--- src/rtl/int_seq_pkg.sv ---
// Shared types and constants for the 6502 interrupt/reset sequencer.
// Holds the sequence states, the source encoding, the fixed vectors and the vector selection.
package int_seq_pkg;

   typedef enum logic [2:0] {
      ST_IDLE = 3'd0,
      ST_T1   = 3'd1,
      ST_T2   = 3'd2,
      ST_T3   = 3'd3,
      ST_T4   = 3'd4,
      ST_T5   = 3'd5,
      ST_T6   = 3'd6
   } state_t;

   typedef enum logic [1:0] {
      SRC_RST = 2'd0,
      SRC_NMI = 2'd1,
      SRC_IRQ = 2'd2,
      SRC_BRK = 2'd3
   } src_t;

   localparam logic [15:0] VEC_NMI    = 16'hFFFA;
   localparam logic [15:0] VEC_RST    = 16'hFFFC;
   localparam logic [15:0] VEC_IRQ    = 16'hFFFE;
   localparam logic [7:0]  STACK_PAGE = 8'h01;

   // A pending or freshly arrived NMI takes over the vector of an IRQ or BRK sequence.
   // Reset never gives up its vector.
   function automatic logic [15:0] vec_select(input src_t src, input logic nmi_seen);
      logic [15:0] vec;
      vec = VEC_IRQ;
      case (src)
         SRC_RST: vec = VEC_RST;
         SRC_NMI: vec = VEC_NMI;
         default: vec = nmi_seen ? VEC_NMI : VEC_IRQ;
      endcase
      return vec;
   endfunction

endpackage

--- src/rtl/nmi_edge.sv ---
// NMI rising-edge detector with a sticky pending flag and a clear input.
// A new edge wins over a same-cycle clear; edges while pending are absorbed.
module nmi_edge (
   input  logic i_clk,
   input  logic i_rst,
   input  logic i_nmi,
   input  logic i_clr,
   output logic o_rise,
   output logic o_pend
);

   logic prev_q;
   logic pend_q, pend_d;

   assign o_rise = i_nmi & ~prev_q;
   assign o_pend = pend_q;

   always_comb begin
      pend_d = pend_q;
      if (o_rise) begin
         pend_d = 1'b1;
      end else if (i_clr) begin
         pend_d = 1'b0;
      end
   end

   always_ff @(posedge i_clk or posedge i_rst) begin
      if (i_rst) begin
         prev_q <= 1'b0;
         pend_q <= 1'b0;
      end else begin
         prev_q <= i_nmi;
         pend_q <= pend_d;
      end
   end

endmodule

--- src/rtl/int_sequencer.sv ---
// Interrupt/reset sequencer: arbitrates RST/NMI/IRQ/BRK and steps the 7-cycle stack/vector sequence.
// Accept-to-done is 6 cycles (5 for BRK); o_busy holds the decoder off for the whole sequence.
module int_sequencer
   import int_seq_pkg::*;
(
   input  logic        i_clk,
   input  logic        i_rst,
   input  logic        i_nmi,
   input  logic        i_irq,
   input  logic        i_iflag,
   input  logic        i_fetch,
   input  logic        i_brk,
   input  logic [7:0]  i_s,
   output logic        o_busy,
   output logic        o_force_brk,
   output logic        o_addr_en,
   output logic [15:0] o_addr,
   output logic        o_rw,
   output logic        o_push_pch,
   output logic        o_push_pcl,
   output logic        o_push_p,
   output logic        o_b_flag,
   output logic        o_dec_s,
   output logic        o_vec_lo,
   output logic        o_vec_hi,
   output logic        o_set_i,
   output logic        o_done
);

   state_t      state_q, state_d;
   src_t        src_q, src_d;
   logic [15:0] vec_q, vec_d;
   logic        rst_pend_q, rst_pend_d;

   logic        nmi_rise;
   logic        nmi_pend;
   logic        nmi_clr;
   logic        irq_ok;
   logic        accept;
   logic        is_rst;

   nmi_edge u_nmi_edge (
      .i_clk  (i_clk),
      .i_rst  (i_rst),
      .i_nmi  (i_nmi),
      .i_clr  (nmi_clr),
      .o_rise (nmi_rise),
      .o_pend (nmi_pend)
   );

   assign irq_ok = i_irq & ~i_iflag;
   assign accept = (state_q == ST_IDLE) & i_fetch & ~i_rst & (rst_pend_q | nmi_pend | irq_ok);
   assign is_rst = (src_q == SRC_RST);

   // Next-state, source/vector capture and pending-flag clears.
   always_comb begin
      state_d     = state_q;
      src_d       = src_q;
      vec_d       = vec_q;
      rst_pend_d  = rst_pend_q;
      nmi_clr     = 1'b0;
      o_force_brk = 1'b0;
      case (state_q)
         ST_IDLE: begin
            if (accept) begin
               o_force_brk = 1'b1;
               state_d     = ST_T1;
               if (rst_pend_q) begin
                  src_d = SRC_RST;
               end else if (nmi_pend) begin
                  src_d = SRC_NMI;
               end else begin
                  src_d = SRC_IRQ;
               end
            end else if (i_brk) begin
               src_d   = SRC_BRK;
               state_d = ST_T2;
            end
         end
         ST_T1: state_d = ST_T2;
         ST_T2: state_d = ST_T3;
         ST_T3: state_d = ST_T4;
         ST_T4: begin
            state_d = ST_T5;
            vec_d   = vec_select(src_q, nmi_pend | nmi_rise);
         end
         ST_T5: begin
            state_d = ST_T6;
            nmi_clr = (vec_q == VEC_NMI);
            if (is_rst) begin
               rst_pend_d = 1'b0;
            end
         end
         ST_T6:   state_d = ST_IDLE;
         default: state_d = ST_IDLE;
      endcase
   end

   // Bus and datapath strobes, decoded purely from registered state.
   always_comb begin
      o_busy     = 1'b0;
      o_addr_en  = 1'b0;
      o_addr     = 16'h0000;
      o_rw       = 1'b1;
      o_push_pch = 1'b0;
      o_push_pcl = 1'b0;
      o_push_p   = 1'b0;
      o_b_flag   = 1'b0;
      o_dec_s    = 1'b0;
      o_vec_lo   = 1'b0;
      o_vec_hi   = 1'b0;
      o_set_i    = 1'b0;
      o_done     = 1'b0;
      case (state_q)
         ST_T1: begin
            o_busy = 1'b1;
         end
         ST_T2, ST_T3, ST_T4: begin
            // Reset runs the push cycles as reads so memory is untouched while S still drops by 3.
            o_busy     = 1'b1;
            o_addr_en  = 1'b1;
            o_addr     = {STACK_PAGE, i_s};
            o_rw       = is_rst;
            o_dec_s    = 1'b1;
            o_push_pch = ~is_rst & (state_q == ST_T2);
            o_push_pcl = ~is_rst & (state_q == ST_T3);
            o_push_p   = ~is_rst & (state_q == ST_T4);
            o_b_flag   = (state_q == ST_T4) & (src_q == SRC_BRK);
         end
         ST_T5: begin
            o_busy    = 1'b1;
            o_addr_en = 1'b1;
            o_addr    = vec_q;
            o_vec_lo  = 1'b1;
            o_set_i   = 1'b1;
         end
         ST_T6: begin
            o_busy    = 1'b1;
            o_addr_en = 1'b1;
            o_addr    = vec_q + 16'd1;
            o_vec_hi  = 1'b1;
            o_done    = 1'b1;
         end
         default: begin
            o_busy = 1'b0;
         end
      endcase
   end

   always_ff @(posedge i_clk or posedge i_rst) begin
      if (i_rst) begin
         state_q    <= ST_IDLE;
         src_q      <= SRC_RST;
         vec_q      <= VEC_RST;
         rst_pend_q <= 1'b1;
      end else begin
         state_q    <= state_d;
         src_q      <= src_d;
         vec_q      <= vec_d;
         rst_pend_q <= rst_pend_d;
      end
   end

endmodule

--- config.mk ---
export PLATFORM = sky130hd
export DESIGN_NAME = int_sequencer
export DESIGN_NICKNAME = d
export VERILOG_FILES = /design/src/rtl/int_seq_pkg.sv /design/src/rtl/nmi_edge.sv /design/src/rtl/int_sequencer.sv
export SDC_FILE = /design/constraint.sdc
export NUM_CORES = 1
export LEC_CHECK = 0
export CORE_MARGIN = 5
export CORE_UTILIZATION = 35
export DETAILED_ROUTE_END_ITERATION = 8
export PLACE_DENSITY = 0.79
export SYNTH_ARGS = -nofsm -noshare
export SYNTH_HDL_FRONTEND = slang
export SYNTH_HIERARCHICAL = 1
export SYNTH_SLANG_ARGS = --single-unit
export TNS_END_PERCENT = 30
--- constraint.sdc ---
create_clock -name i_clk -period 3 [get_ports i_clk]
set_clock_uncertainty 0.05 [all_clocks]
set_input_delay 0.3 -clock i_clk [delete_from_list [all_inputs] [get_ports i_clk]]
set_output_delay 0.3 -clock i_clk [all_outputs]
set_load 0.01 [all_outputs]
=== After elaboration in Yosys (flattened, before gate mapping) ===
Cells that the tools add are included.
W data, S select, Z words.

* Bits in registers: 24
* Output and inout port bits: 29
* Logic and storage cells: 67

* Add/subtract/negate cells: 1
* Equality and inequality tests: 10
* Mux-type cells: 25
* Bitwise operators: 16
* Reduce and logical (&&, ||, !) cells: 9

{| class="wikitable"
|+ Operator list
! kind !! number
|-
| $pmux W16 S3 || 1
|-
| $pmux W3 S6 || 1
|-
| $add A16 B1 Y16 const B || 1
|-
| $eq A16 B16 Y1 const B || 1
|-
| $mux W1 || 15
|-
| $and A1 B1 Y1 || 9
|-
| $eq A3 B3 Y1 const B || 3
|-
| $mux W3 || 3
|-
| $mux W2 || 4
|-
| $eq A3 B2 Y1 const B || 2
|-
| $pmux W3 S2 || 1
|-
| $reduce_or A6 Y1 || 1
|-
| $reduce_or A5 Y1 || 1
|-
| $not A1 Y1 || 4
|-
| $reduce_and A2 Y1 || 2
|-
| $reduce_bool A2 Y1 || 2
|-
| $eq A3 B1 Y1 const B || 1
|-
| $logic_not A3 Y1 || 1
|-
| $ne A3 B3 Y1 const B || 1
|-
| $or A1 B1 Y1 || 3
|-
| $reduce_or A3 Y1 || 1
|-
| $eq A2 B1 Y1 const B || 1
|-
| $eq A2 B2 Y1 const B || 1
|-
| $logic_not A2 Y1 || 1
|}

=== Longest topological paths before layout ===
Gate-level depths: netlist of run 1.

* Depth after elaboration: 6
* Depth in mapped cells: 6
* Mapped depth without buffers: 5

=== Hierarchy ===
The synthesis of run 1 kept the hierarchy.

{| class="wikitable"
|+ By module, submodules not included
! module !! instances !! cells each !! area each (um2)
|-
| int_sequencer || 1 || 95 || 735.7
|-
| nmi_edge || 1 || 6 || 78.8
|}

=== Worst setup path after synthesis of run 1 ===
Ideal clock, no wire load.

* Kind: flip-flop to output port
* Start: register state_q[0]
* End: output o_addr[10]
* Arrival time: 1588 ps
* Slack: 1062 ps
* Cell stages (with the launch flop): 5
* Cells stage by stage: dfrtp_1 -> buf_2 -> buf_2 -> o21ai_0 -> buf_4

* Longest elaborated chain between the ends: 3
* Elaborated cells between the ends (all ways): 7
* Those cells by class: eq/ne: 5; mux: 1; reduce/logical: 1

{| class="wikitable"
|+ RTL lines
! item !! RTL line !! source
|-
| from (decl) || int_sequencer.sv:30 || <nowiki>state_t state_q, state_d;</nowiki>
|-
| from (signal assigned) || int_sequencer.sv:157 || <nowiki>state_q <= state_d;</nowiki>
|-
| $eq A3 B2 Y1 / $eq A3 B3 Y1 (equally long branches) || int_sequencer.sv:114 || <nowiki>case (state_q)</nowiki>
|-
| $reduce_or A3 Y1 || int_sequencer.sv:114 ||
|-
| $pmux W16 S3 (*) || int_sequencer.sv:114 ||
|-
| to (decl) || int_sequencer.sv:17 || <nowiki>output logic [15:0] o_addr,</nowiki>
|}

Mark *: on every way between the ends. The rest lies on a longest branch, timed or not.

=== Final worst setup path of run 1 ===
* Start: register state_q[2]
* End: output o_addr[12]

The elaborated chain is that of the path after synthesis.

==> run metrics, run 1 <==
GR Layer Usage met1 0.162; WP buf/inv 1; gr ovfl total 0; Crit path arrival time 2380 ps; Final setup viols 0; worst-margin pin slew 621 ps; met3 usage 0.0267; Syn Area/Cell 8.06 um^2; layer with the highest usage met2; post-synthesis register bit count 10; # nets final 152; share of cells above drive strength 1 0.0809; antenna violations before repair 0; first-pass detailed-route iteration total 4; ANT cells 0; worst r2r src state_q[2]; DR vias 820; unrepaired setup endpoints after global routing no; Final Cycle Share 0.910; overall die width 58.2 um; WL/cell 12.7 um; met2 Use GR 0.195; Final Non-Filler Cells 164; final hold violation count 0; Clk Latency, worst-skew pair 260 ps; status completed; post-layout util 0.558; # port buffers 43; final setup TNS 0 ps; Seq/Total Area, Yosys 0.310; reg2reg setup slack 1190 ps; CTS root buffer clkbuf_4; crit-path leading delay family flip-flops; clock power share 0.079; mapped cell area 815 um^2; Max Fanout on Critical Path 24; DP Worst Slack 455 ps; crit path time final 2730 ps; Post-Route WL 2.08 mm; WHS 254 ps; # fillers 214; DP Wirelength 1.66 mm; Crit path required time 2650 ps; largest net degree at the start of global routing 25; Multi-input gate area 457 um^2; total CTS buffers 3; Critical Path Sink Type output pin; PD cells 970 nW/um^2; Max Cap Viol 0; total core area 2210 um^2; critical path class flop to output pin; Internal 0.000711 W; VDD IR max 0.440 mV; top cells by area, synth dfrtp_1 25%, o21ai_0 8.6%, buf_4 7.4%, dfstp_2 6.5%, a21oi_1 6.1%; Reg2Reg Depth 5; DR iter-0 viols 22; Layout area overhead 51.6%; maximum clock path buffer count 2; Comb pwr share 0.686; crit-path max cell delay 720 ps; Post-CTS Setup Inserts 0; share of the synthesized area in the top cell type 0.246; Slew headroom 0.582; Clock Pin Slew Worst Setup and Hold Paths 60 ps; Antenna Violating Nets Remaining 0; vias in the first global route 781; Max stage delay cell, worst path dfrtp_1; clk sinks 10; Pins Over Slew Limit 0; Leak 0.488 nW; R2R Path End u_nmi_edge/o_pend; Reg power frac 0.235; Top Ports 44; dominant cell type by area after synthesis dfrtp_1; GRT Overall Usage 0.123; Sw Share 0.407; Yosys cell types 32; Sequential Area 253 um^2; DR vias/cell 5.00; crit-path cells nor2b_1 -> nand2_1 -> o21ai_0 -> clkdlybuf4s50_1; routability cong. 0.750; Rows 17; Hold/Removal Path Class input pin to async pin; first-pass GRT wire length 3.33 mm; Initial Util 0.368; drt drc 0; Syn Inst Count 101; CTS hold repair buffers 0; Yosys warning total 6; fmax 366 MHz; Die ar. 3390 um^2; H-tree depth 1; worst setup margin 269 ps; Die Y 58.2 um; switching power 0.000487 W; placed cells 160; syn nets 116; TritonCTS clock tree built; crit start category flop
[layer usage]
metal	wire, um	part of all wire	vias up
met5	0	0	-
met1	976	0.47	368
li1	-	-	419
met4	0	0	0
met2	918	0.44	33
met3	186	0.089	0
[how the worst max path moves through the flow]
stage                     startpoint         end  slack [ps]  cells after the start
after floorplan           state_q[0]  o_addr[10]        1060                      4
after global placement    state_q[2]   o_addr[0]         580                      4
after detailed placement  state_q[2]   o_addr[0]         450                      4
after CTS                 state_q[2]   o_addr[0]         160                      4
after global routing      state_q[2]  o_addr[11]          20                      4
final                     state_q[2]  o_addr[12]         270                      4
[Yosys cell counts]
| library cell | count |
|---|---|
| buf_2 | 4 |
| nor4_1 | 1 |
| a31oi_1 | 1 |
| o21a_1 | 2 |
| nor2b_4 | 1 |
| nand3_1 | 2 |
| and3_1 | 1 |
| nand2b_1 | 1 |
| a21oi_1 | 10 |
| or2_2 | 1 |
| mux2i_1 | 2 |
| nand2_1 | 3 |
| nor2b_1 | 3 |
| a22o_1 | 3 |
| nand3b_1 | 1 |
| and2_1 | 1 |
| and3b_1 | 1 |
| nor2_1 | 9 |
| buf_4 | 8 |
| clkbuf_1 | 1 |
| nor3b_1 | 4 |
| a2111oi_4 | 1 |
| dfrtp_1 | 8 |
| a21o_1 | 4 |
| xor2_1 | 1 |
| o22a_1 | 1 |
| o21ai_0 | 14 |
| dfstp_2 | 2 |
| nor3_1 | 1 |
| o21bai_1 | 1 |
| or3_4 | 1 |
| inv_1 | 7 |
[cells by family after synthesis]
| logic type | count (synthesis) | synth area share |
|---|---|---|
| buffers and inverters | 20 | 0.135 |
| xor gates and xnor gates | 1 | 0.0108 |
| AOI/OAI and AO/OA | 37 | 0.296 |
| muxes | 2 | 0.0246 |
| and+or+nand+nor | 31 | 0.223 |
| DFF | 10 | 0.310 |
[power groups by stage]
| stage | clock network [W] | registers [W] | logic, W |
|---|---|---|---|
| after floorplan | 0 | 0.000223 | 0.000521 |
| after global placement | 0 | 0.000274 | 0.000820 |
| after detailed placement | 0 | 0.000281 | 0.000830 |
| after CTS | 0.0000987 | 0.000279 | 0.000834 |
| after global routing | 0.000103 | 0.000295 | 0.000893 |
| final | 0.0000942 | 0.000282 | 0.000822 |
[per-stage QoR]
| stage | power, W | area (um^2) |
|---|---|---|
| 3_3_place_gp | 0.00109 | 1200 |
| 5_1_grt | 0.00129 | 1230 |
| 4_1_cts | 0.00121 | 1230 |
| 3_5_place_dp | 0.00111 | 1200 |
| 6_report | 0.00120 | 1230 |
| 2_1_floorplan | 0.000744 | 815 |
[layout make-up]
class | count | share of cell area
Clock buffer | 4 | 0.0213
Tap cell | 28 | 0.0284
Multi-Input combinational cell | 71 | 0.370
Sequential cell | 10 | 0.205
Timing Repair Buffer | 44 | 0.355
Inverter | 7 | 0.0213
[what timing repair did]
action	CTS	global route
setup endpoints to repair	0	2
gates resized for setup	0	1
hold endpoints to repair	0	0
[sequential cells by signal, indices dropped and copies added (netlist names)]
name	count
vec_q	2
rst_pend_q	1
u_nmi_edge/o_pend	1
src_q	2
state_q	3
u_nmi_edge/prev_q	1
[placed cells by master, fill, tap and decap left out, types with 2 or more instances in the layout]
cell type	count
clkdlybuf4s50_1	43
o21ai_0	14
a21oi_1	10
nor2_1	9
dfrtp_1	8
inv_1	7
a21o_1	4
nor2b_1	3
nand2_1	3
nor3b_1	3
a22o_1	3
clkbuf_4	3
mux2i_1	2
nand3_1	2
o21a_1	2
dfstp_2	2
Power figures use the tool's default switching activity.
==> run 2: changes to the inputs <==
--- a/config.mk
+++ b/config.mk
@@ -9,6 +9,7 @@
 export CORE_UTILIZATION = 35
 export DETAILED_ROUTE_END_ITERATION = 8
 export PLACE_DENSITY = 0.79
+export REMOVE_ABC_BUFFERS = 1
 export SYNTH_ARGS = -nofsm -noshare
 export SYNTH_HDL_FRONTEND = slang
 export SYNTH_HIERARCHICAL = 1
==> run 2 against run 1 <==
Net effect: critical path depth is the same; global-route usage grew 0.75 points; cell count is the same; total power grew 4.4%; core utilization grew 0.45 points; fmax shrank 2.2%; cell area grew 0.81%.
==> run metrics, run 2 (same netlist as run 1, synthesis figures left out) <==
status completed; clk sinks 10 (unchanged); commonest non-fill, non-tap cell in the layout clkdlybuf4s50_1; Leak 0.494 nW (+1.2%); Internal 0.000734 W (+3.3%); Post-CTS Setup Inserts 0 (unchanged); Clock Pin Slew Worst Setup and Hold Paths 70 ps (about the same); Max Cap Viol 0 (unchanged); H-tree depth 1 (unchanged); ANT cells 0 (unchanged); unrepaired setup endpoints after global routing no; commonest cells after routing, fill and taps aside 43 x clkdlybuf4s50_1, 14 x o21ai_0, 10 x a21oi_1, 9 x nor2_1, 8 x dfrtp_1; crit path time final 2790 ps (+60.7 ps); # port buffers 43 (unchanged); antenna violations before repair 0 (unchanged); Reg2Reg Depth 5 (unchanged); switching power 0.000516 W (+6.0%); WL/cell 14.0 um (+10%); # fillers 215 (+0.47%); final setup TNS 0 ps (unchanged); Max Fanout on Critical Path 24 (unchanged); Critical Path Sink Type output pin; overall die width 58.2 um (unchanged); Final Cycle Share 0.930 (+0.0202); total power draw 0.00125 W (+4.4%); largest net degree at the start of global routing 25 (unchanged); Post-Route WL 2.29 mm (+10%); DR vias 832 (+1.5%); vias in the first global route 796 (+1.9%); Antenna Violating Nets Remaining 0 (unchanged); # nets final 152 (unchanged); worst-margin pin slew 653 ps (+32.3 ps); placed cell area 1200 um^2 (unchanged); Largest Register state_q; Comb pwr share 0.682 (-0.004); final hold violation count 0 (unchanged); Final setup viols 0 (unchanged); critical path class flop to output pin; clock power share 0.100 (+0.021); total core area 2210 um^2 (unchanged); share of cells above drive strength 1 0.0882 (+0.00735); post-layout util 0.563 (+0.00453); DR vias/cell 5.07 (+1.5%); Rows 17 (unchanged); Slew headroom 0.560 (-0.0217); gr ovfl total 0 (unchanged); Die ar. 3390 um^2 (unchanged); Clk Latency, worst-skew pair 270 ps (about the same); fmax 358 MHz (-2.2%); DP Wirelength 1.76 mm (+5.9%); Crit path arrival time 2440 ps (+60 ps); final instance area 1240 um^2 (+0.81%); Pins Over Slew Limit 0 (unchanged); Initial Util 0.368 (unchanged); PD cells 1000 nW/um^2 (+3.6%); VDD IR max 0.536 mV (+22%); Reg power frac 0.217 (-0.018); GRT Overall Usage 0.131 (+0.00748); DR iter-0 viols 23 (+4.5%); Sequential Area 253 um^2 (unchanged); flip-flop count of the largest register after layout 3 (unchanged); crit start category flop; TritonCTS clock tree built; Hold/Removal Path Class input pin to async pin; first-pass detailed-route iteration total 6 (+2); Largest regs state_q x3, src_q x2, vec_q x2; CTS hold repair buffers 0 (unchanged); maximum clock path buffer count 2 (unchanged); routability cong. 0.762 (+1.5%); first-pass GRT wire length 3.57 mm (+7.1%); Crit path required time 2650 ps (about the same); Multi-input gate area 457 um^2 (unchanged); drt drc 0 (unchanged); Top Ports 44 (unchanged); Layout area overhead 52.8%; total CTS buffers 3 (unchanged); CTS root buffer clkbuf_4; Die Y 58.2 um (unchanged); Sw Share 0.413 (+0.00629)
## run 2: cell counts in the layout (fill, tap and decap cells not counted)
Identical to the previous run, type by type.
## run 2: repair_timing
action | in CTS | in global routing
endpoints found under the hold margin | 0 | 0
resized for setup | 0 | 1
setup endpoints to repair | 0 | 2
## run 2: layout make-up
cell class | count | area share
multi-input cells | 71 | 0.367
repair buffers | 44 | 0.352
flip-flops and latches | 10 | 0.203
clock buffers | 4 | 0.0291
well taps | 28 | 0.0281
inverters | 7 | 0.0211
## run 2: critical path, stage by stage (launching register included)
cell             delay, ps
dfrtp_1                730
nor2b_1                340
nand2_1                140
o21ai_0                280
clkdlybuf4s50_1        680
## run 2: metrics by stage
stage / hold WS [ps] / setup slack [ps] / std cells
6_report: 254 / 209 / 164
5_1_grt: 253 / 12.4 / 164
3_3_place_gp: 417 / 560 / 160
4_1_cts: 258 / 160 / 164
3_5_place_dp: 416 / 486 / 160
2_1_floorplan: -8.82 / 419 / 88
## run 2: final timing paths
kind / end / slack [ps] / start
min in group i_clk: rst_pend_q / 430 / rst_pend_q
hold / removal: u_nmi_edge/prev_q / 250 / i_rst
max in group asynchronous: vec_q[2] / 2250 / i_rst
hold reg to reg: rst_pend_q / 430 / rst_pend_q
setup reg to reg: u_nmi_edge/o_pend / 1140 / state_q[2]
setup / recovery: o_addr[11] / 210 / state_q[2]
## run 2: power groups by stage
stage / registers (W) / logic (W) / clock network (W)
2_1_floorplan: 0.000268 / 0.000399 / 0
3_3_place_gp: 0.000268 / 0.000833 / 0
3_5_place_dp: 0.000270 / 0.000853 / 0
4_1_cts: 0.000266 / 0.000860 / 0.000127
5_1_grt: 0.000279 / 0.000917 / 0.000135
6_report: 0.000272 / 0.000853 / 0.000125
## run 2: layer usage
metal | up-vias | global-route usage | wire length [um]
li1 | 418 | - | -
met1 | 387 | 0.161 | 992
met4 | 0 | 0.00993 | 0
met2 | 27 | 0.229 | 1140
met3 | 0 | 0.0445 | 160
met5 | - | 0 | 0
==> run 3: changes to the inputs <==
--- a/config.mk
+++ b/config.mk
@@ -14,4 +14,3 @@
 export SYNTH_HDL_FRONTEND = slang
 export SYNTH_HIERARCHICAL = 1
 export SYNTH_SLANG_ARGS = --single-unit
-export TNS_END_PERCENT = 30
==> results of run 3 <==
Same layout as run 2: the final DEF is identical, and so are final timing and power.
